$ cat src/rtl/buck_sys_top.sv
// buck_sys_top: fixed-point, real-time forward-Euler model of an ideal buck
// converter (switch, L, C, resistive load). One integration step runs every
// STEP_DIV clock cycles. An internal PWM counter drives the switch.
// All values are signed Q8.8. Every sum saturates to 16 bits and never wraps.
module buck_sys_top #(
  parameter logic signed [15:0] VIN        = 16'sd3072,
  parameter logic signed [15:0] KL         = 16'sd26,
  parameter logic signed [15:0] KC         = 16'sd26,
  parameter logic signed [15:0] GR         = 16'sd64,
  parameter int                 PWM_PERIOD = 100,
  parameter int                 DUTY       = 50,
  parameter int                 STEP_DIV   = 1
) (
  input  logic               clk_i,
  input  logic               rst_i,
  output logic signed [15:0] v_1i_o,
  output logic signed [15:0] v_2i_o,
  output logic signed [15:0] v_1d_o,
  output logic signed [15:0] v_2d_o
);

  localparam int CNT_W = (PWM_PERIOD > 1) ? $clog2(PWM_PERIOD) : 1;
  localparam int DIV_W = (STEP_DIV > 1) ? $clog2(STEP_DIV) : 1;
  localparam logic [CNT_W-1:0] CNT_LAST = CNT_W'(PWM_PERIOD - 1);
  localparam logic [DIV_W-1:0] DIV_LAST = DIV_W'(STEP_DIV - 1);
  localparam logic [31:0]      DUTY_U   = 32'(DUTY);

  // Clamp a wide signed intermediate into the 16-bit Q8.8 range.
  function automatic logic signed [15:0] sat16(input logic signed [33:0] x);
    logic signed [15:0] y;
    if (x > 34'sd32767) begin
      y = 16'sh7FFF;
    end else if (x < -34'sd32768) begin
      y = 16'sh8000;
    end else begin
      y = x[15:0];
    end
    return y;
  endfunction

  logic [DIV_W-1:0]   r_div;
  logic [CNT_W-1:0]   r_pwm_cnt;
  logic signed [15:0] r_v1i;
  logic signed [15:0] r_v2i;
  logic signed [15:0] r_v1d;
  logic signed [15:0] r_v2d;

  logic               w_step;
  logic               w_sw;
  logic signed [17:0] w_d1_sum;
  logic signed [15:0] w_d1;
  logic signed [15:0] w_d2;
  logic signed [31:0] w_p_gr;
  logic signed [31:0] w_p_kl;
  logic signed [31:0] w_p_kc;
  logic signed [15:0] w_v1_nxt;
  logic signed [15:0] w_v2_nxt;

  assign w_step = (r_div == DIV_LAST);

  // The switch is closed for the first DUTY steps of each PWM period.
  // The comparison runs at 32 bits so that DUTY >= PWM_PERIOD means always on.
  assign w_sw = (32'(r_pwm_cnt) < DUTY_U);

  // Inductor voltage: source minus output while the switch is closed,
  // otherwise the freewheeling path applies -v_2i.
  always_comb begin
    w_d1_sum = 18'sd0;
    if (w_sw) begin
      w_d1_sum = 18'(VIN) - 18'(r_v2i);
    end else begin
      w_d1_sum = 18'sd0 - 18'(r_v2i);
    end
  end

  assign w_d1     = sat16(34'(w_d1_sum));
  assign w_p_gr   = r_v2i * GR;
  assign w_d2     = sat16(34'(r_v1i) - 34'(w_p_gr >>> 8));
  assign w_p_kl   = w_d1 * KL;
  assign w_p_kc   = w_d2 * KC;
  assign w_v1_nxt = sat16(34'(r_v1i) + 34'(w_p_kl >>> 8));
  assign w_v2_nxt = sat16(34'(r_v2i) + 34'(w_p_kc >>> 8));

  // Prescaler: the step enable fires on the last cycle of each STEP_DIV window.
  always_ff @(posedge clk_i) begin
    if (rst_i) begin
      r_div <= '0;
    end else if (r_div == DIV_LAST) begin
      r_div <= '0;
    end else begin
      r_div <= r_div + DIV_W'(1);
    end
  end

  // PWM step counter: advances once per step and wraps after PWM_PERIOD steps.
  always_ff @(posedge clk_i) begin
    if (rst_i) begin
      r_pwm_cnt <= '0;
    end else if (w_step) begin
      if (r_pwm_cnt == CNT_LAST) begin
        r_pwm_cnt <= '0;
      end else begin
        r_pwm_cnt <= r_pwm_cnt + CNT_W'(1);
      end
    end
  end

  // Euler integration. Every term comes from the values held before the step.
  // Reset takes priority over the step enable.
  always_ff @(posedge clk_i) begin
    if (rst_i) begin
      r_v1i <= 16'sd0;
      r_v2i <= 16'sd0;
      r_v1d <= 16'sd0;
      r_v2d <= 16'sd0;
    end else if (w_step) begin
      r_v1i <= w_v1_nxt;
      r_v2i <= w_v2_nxt;
      r_v1d <= w_d1;
      r_v2d <= w_d2;
    end
  end

  assign v_1i_o = r_v1i;
  assign v_2i_o = r_v2i;
  assign v_1d_o = r_v1d;
  assign v_2d_o = r_v2d;

endmodule

$ cat config.mk
export PLATFORM = sky130hd
export DESIGN_NAME = buck_sys_top
export DESIGN_NICKNAME = d
export VERILOG_FILES = /design/src/rtl/buck_sys_top.sv
export SDC_FILE = /design/constraint.sdc
export NUM_CORES = 1
export LEC_CHECK = 0
export ABC_AREA = 1
export BUFFER_PORTS_ARGS = -buffer_cell sky130_fd_sc_hd__buf_4
export CORE_MARGIN = 2
export CORE_UTILIZATION = 45
export CTS_CLUSTER_DIAMETER = 100
export DETAILED_ROUTE_END_ITERATION = 8
export HOLD_SLACK_MARGIN = 0.15
export PLACE_DENSITY_LB_ADDON = 0.15
export SETUP_SLACK_MARGIN = 0.15
export SKIP_CTS_REPAIR_TIMING = 1
export SLEW_MARGIN = 25
export SYNTH_ARGS = -nofsm -noshare
export SYNTH_HDL_FRONTEND = slang
export SYNTH_SLANG_ARGS = --single-unit
$ cat constraint.sdc
create_clock -name clk_i -period 12.6 [get_ports clk_i]
set_input_delay 0 -clock clk_i [delete_from_list [all_inputs] [get_ports clk_i]]
set_output_delay 0 -clock clk_i [all_outputs]
set_load 0.1 [all_outputs]
# Word level (Yosys, flattened, before mapping)
# Cells that the tools add are included.
# word_totals
register_bits	72
output_inout_bits	64
elab_cells	37
input_bits	2
# op_classes
addsub	7
muxes	10
bitwise_logic	1
n_eq_ne	1
reduce_logical	1
multipliers	2
magnitude_cmp	9
# ops
cell	n
16-bit two-way mux	8
17-bit by 16-bit > comparator with 1-bit output (second input constant)	3
17-bit by 16-bit < comparator with 1-bit output (second input constant)	3
16-bit by 5-bit multiplier with 21-bit output (second input constant)	2
16-bit by 14-bit adder with 17-bit output	2
18-bit by 16-bit > comparator with 1-bit output (second input constant)	1
18-bit by 16-bit < comparator with 1-bit output (second input constant)	1
18-bit two-way mux	1
1-bit by 16-bit subtractor with 17-bit output (first input constant)	1
13-bit by 16-bit subtractor with 17-bit output (first input constant)	1
16-bit by 14-bit subtractor with 17-bit output	1
7-bit by 1-bit adder with 7-bit output (second input constant)	1
7-bit equality test (second input constant)	1
7-bit by 6-bit < comparator with 1-bit output (second input constant)	1
7-bit two-way mux	1
2-bit OR reduction	1
1-bit adder (second input constant)	1
1-bit NOT	1

# Logic depth before layout (Yosys ltp)
# depth
depth_word	10
ltp_mapped	42
mapped_depth_nobuf	41

# Worst setup path after synthesis
# OpenSTA, ideal clock, no wires.
# synth_timing
kind	reg2reg
start	reg r_v2i[15], in the netlist v_2i_o[15]
end	reg r_v2i[12], in the netlist v_2i_o[12]
arrival_ns	7.018
path_slack_ns	5.462
n_path_buf	2
synth_period_minus_slack_ns	7.138
setup_ns	0.120
path_stages_with_launch	40
required_ns	12.480
cell_sequence	dfxtp_1 inv_1 ha_1 nand2_1 inv_1 nand2_1 nand2_1 a21oi_1 nand2_1 nand2_1 nand2_4 nand2_4 clkbuf_2 inv_1 a21oi_1 inv_1 ha_1 ha_1 [4 not listed] a21oi_1 o21ai_0 a21oi_1 inv_1 a221oi_1 o21ai_0 xor2_1 ha_1 a21oi_1 o21ai_0 a21oi_1 nand2_1 xnor2_1 nor2_1 buf_2 nor2_1 nor2_1 nor2_1
# synth_between
elab_chain_cells	9
elab_cells_between_ends	11
classes_between	2 x add/sub; 1 x mul; 4 x order compare; 4 x mux
# synth_lines
element	line	text
from (decl)	44	logic signed [15:0] r_v2i;
from (signal assigned)	118	r_v2i <= w_v2_nxt;
16-bit by 14-bit subtractor with 17-bit output *	78	assign w_d2 = sat16(34'(r_v1i) - 34'(w_p_gr >>> 8));
17-bit by 16-bit < comparator with 1-bit output	33	end else if (x < -34'sd32768) begin
16-bit two-way mux	33	
16-bit two-way mux *	31	if (x > 34'sd32767) begin
named net w_d2[8]	52	logic signed [15:0] w_d2;
16-bit by 5-bit multiplier with 21-bit output *	80	assign w_p_kc = w_d2 * KC;
16-bit by 14-bit adder with 17-bit output *	82	assign w_v2_nxt = sat16(34'(r_v2i) + 34'(w_p_kc >>> 8));
17-bit by 16-bit < comparator with 1-bit output	33	
16-bit two-way mux	33	
16-bit two-way mux *	31	
# Mark *: on every way through the listed nets, which the timed path passes. The rest lies on a longest branch.
# A chain may end at the register's enable or synchronous reset.

# Worst setup path after layout
# layout_timing
start	reg r_v2i[8], in the netlist v_2i_o[8]
end	reg r_v2i[11], in the netlist v_2i_o[11]
# Same word-level chain as after synthesis.

==> results.md <==
* Outcome: finished clean
* Via count at 8304
* Critical Path AT at 8200 ps
* Yosys cell types at 52
* Sink Count at 72
* Maximum root-to-sink buffer count at 2
* CTS tree: done
* Cell area after synthesis at 0.00890 mm^2
* Max-cap violations at 0
* Input/output buffers at 65
* Synth-to-Final Area Change at 11.7%
* R2r startpoint: v_2i_o[8]
* Hold path cells at 1
* Worst Tran Pin Value at 947 ps
* Hold Crit Endpoint: r_pwm_cnt[5]
* Total Wirelength at 24.0 mm
* Critical-path top delay cell: o21ai_0
* HP Start: r_pwm_cnt[5]
* Async SR Flop Fraction at 0%
* WP data required at 12840 ps
* Critical path type: reg -> reg
* GP Congestion at 0.908
* Post-Route Skew at 11.3 ps
* CP most frequent cell: nand2_1
* RSZ-0062 raised after global routing: no
* Die Area at 0.0209 mm^2
* Worst R2R Setup Slack at 4640 ps
* Critical Path Source Type: register
* Clock Latency Late Sink at 350 ps
* Max incr delay on CP at 730 ps
* DRT iter0 DRCs at 326
* Syn nets at 1464
* Hold crit path type: reg -> reg
* Commonest non-fill, non-tap cell in the layout: inv_1
* Initial antenna violation count at 0
* Synth warn at 0
* First-pass GRT wire length at 38.8 mm
* # nets final at 1521
* Worst r2r dst: v_2i_o[11]
* Worst setup EP type: register
* Top_reg_cell synth: dfxtp_1
* Die width at 145 um
* Critical path peak fanout at 13
* Root buffer cell: clkbuf_16
* Final hold violation count at 0
* CORE AREA at 0.0195 mm^2
* # rows at 51
* Share of cells above drive strength 1 at 9.90%
* Most frequent cells in the layout: inv_1 (198), nand2_1 (188), nor2_1 (180), ha_1 (147), o21ai_0 (112)
* Cells after Synth at 1282
* Post-DR vias/cell at 5.16
* DR WL/cell at 14.9 um
* HPWL Detailed at 19.8 mm
* Remaining antenna violation count after routing at 0
* Ant. Diodes at 0
* Vias in the first global route at 7691
* Max-slew violations at 0
* Starting Density at 45.8%
* First-pass DRT Iterations at 5
* Seq/Total Area, Yosys at 16.2%
* Worst-path clk slew at 70 ps
* Pin count of the biggest net entering global routing at 88
* Tmin final at 7960 ps
* H-tree levels at 3
* GRT Util Overall at 23.6%
* DR DRC count at 0
* EDFF count, synth at 0
* Ports at 66
* Worst Setup SP: v_2i_o[8]
* Overflow after GRT at 0
* Mean post-synth cell area at 6.95 um^2
* Setup Viol. Count Final at 0
* Worst Reg2Reg Path Length in Cells at 35
* Max Clk Rate at 0.126 GHz
* Setup TNS at 0 ps
* Synth Register Bits at 72
* Tcrit/Tclk final at 63.2%
* Die Y at 145 um
* CTS buffer count at 9
* Slew margin rel. at 36.2%
-- routing by layer --
layer / track usage [%] / part of all wire, %
met1: 33.5 / 49
met2: 39.1 / 46
met3: 2.76 / 3.8
met4: 4.04 / 1.0
met5: 0 / 0
-- worst max path at each step --
| stage | to | slack, ps |
|---|---|---|
| after floorplan | v_2i_o[12] | 5460 |
| after global placement | v_2i_o[14] | 4760 |
| after detailed placement | v_2i_o[11] | 4730 |
| after CTS | v_2i_o[11] | 4690 |
| after global routing | v_2i_o[11] | 3800 |
| final | v_2i_o[11] | 4640 |
-- flip-flops by register name, indices dropped and copies added, names as in the netlist --
register and cells:
v_2d_o 16, v_2i_o 16, v_1i_o 16, v_1d_o 16
r_div 1, r_pwm_cnt 7
-- area by class of cell --
type                       count  area [um^2]
clock inverter                 6         50.0
clock buffer                  10          239
inverter                     203          762
multi-input combinational    984         6600
sequential                    72         1440
tap                          265          332
fill                        2003         9520
timing repair buffer          69          520
-- cells in the mapped netlist, types with 4 or more instances --
cell      number  area, um^2
nand3_1       29         145
o211ai_1      10        75.1
nand2_2       16         100
o21ai_0      112         561
nand2_1      188         706
xnor2_1       27         236
ha_1         147        1840
o21a_1         4        30.0
clkbuf_1      15        56.3
nand3_2        4        40.0
nor3_1         9        45.0
or2_2          4        25.0
o21ai_2        6        52.6
a21boi_0       4        30.0
o21ai_1        7        35.0
inv_2          4        15.0
inv_1        199         747
xor2_1        46         403
a31oi_1       11        68.8
fa_1          33         661
nor2_1       180         676
dfxtp_1       72        1440
a21oi_1       98         490
nand4_1        8        50.1
-- cell families (layout without fill, tap and decap cells) --
| kind of cell | after synthesis | in the layout | synth area share, % |
|---|---|---|---|
| AO/OA/AOI/OAI | 273 | 273 | 17.0 |
| XOR/XNOR | 74 | 74 | 7.36 |
| adder cells (fa/ha/maj) | 180 | 180 | 28.1 |
| buffers and inverters | 226 | 288 | 9.71 |
| flip-flops | 72 | 72 | 16.2 |
| other | 1 | 1 | 0.0421 |
| AND/OR/NAND/NOR | 456 | 456 | 21.6 |
-- worst max-delay path, delay by kind of cell (launching register included) --
family | cells | cell delay (ps)
simple gates | 14 | 2040
xor+xnor | 2 | 570
flops | 1 | 550
fa+ha+maj | 6 | 2290
buf+inv | 4 | 320
compound gates | 9 | 2070
-- per-stage QoR --
stage	cell area (um^2)	utilization (%)	hold slack, ps	setup WS, ps	std cells
3_3_place_gp	9640	49.6	353	4760	1592
3_5_place_dp	9640	49.6	370	4730	1592
4_1_cts	9930	51.0	1.50	4690	1608
5_1_grt	9940	51.1	502	3800	1609
6_report	9940	51.1	482	4640	1609
2_1_floorplan	8900	-	160	5460	1282
Power is not shown: default switching activity piles up to over one toggle a cycle in this logic, so the estimate is an artifact.
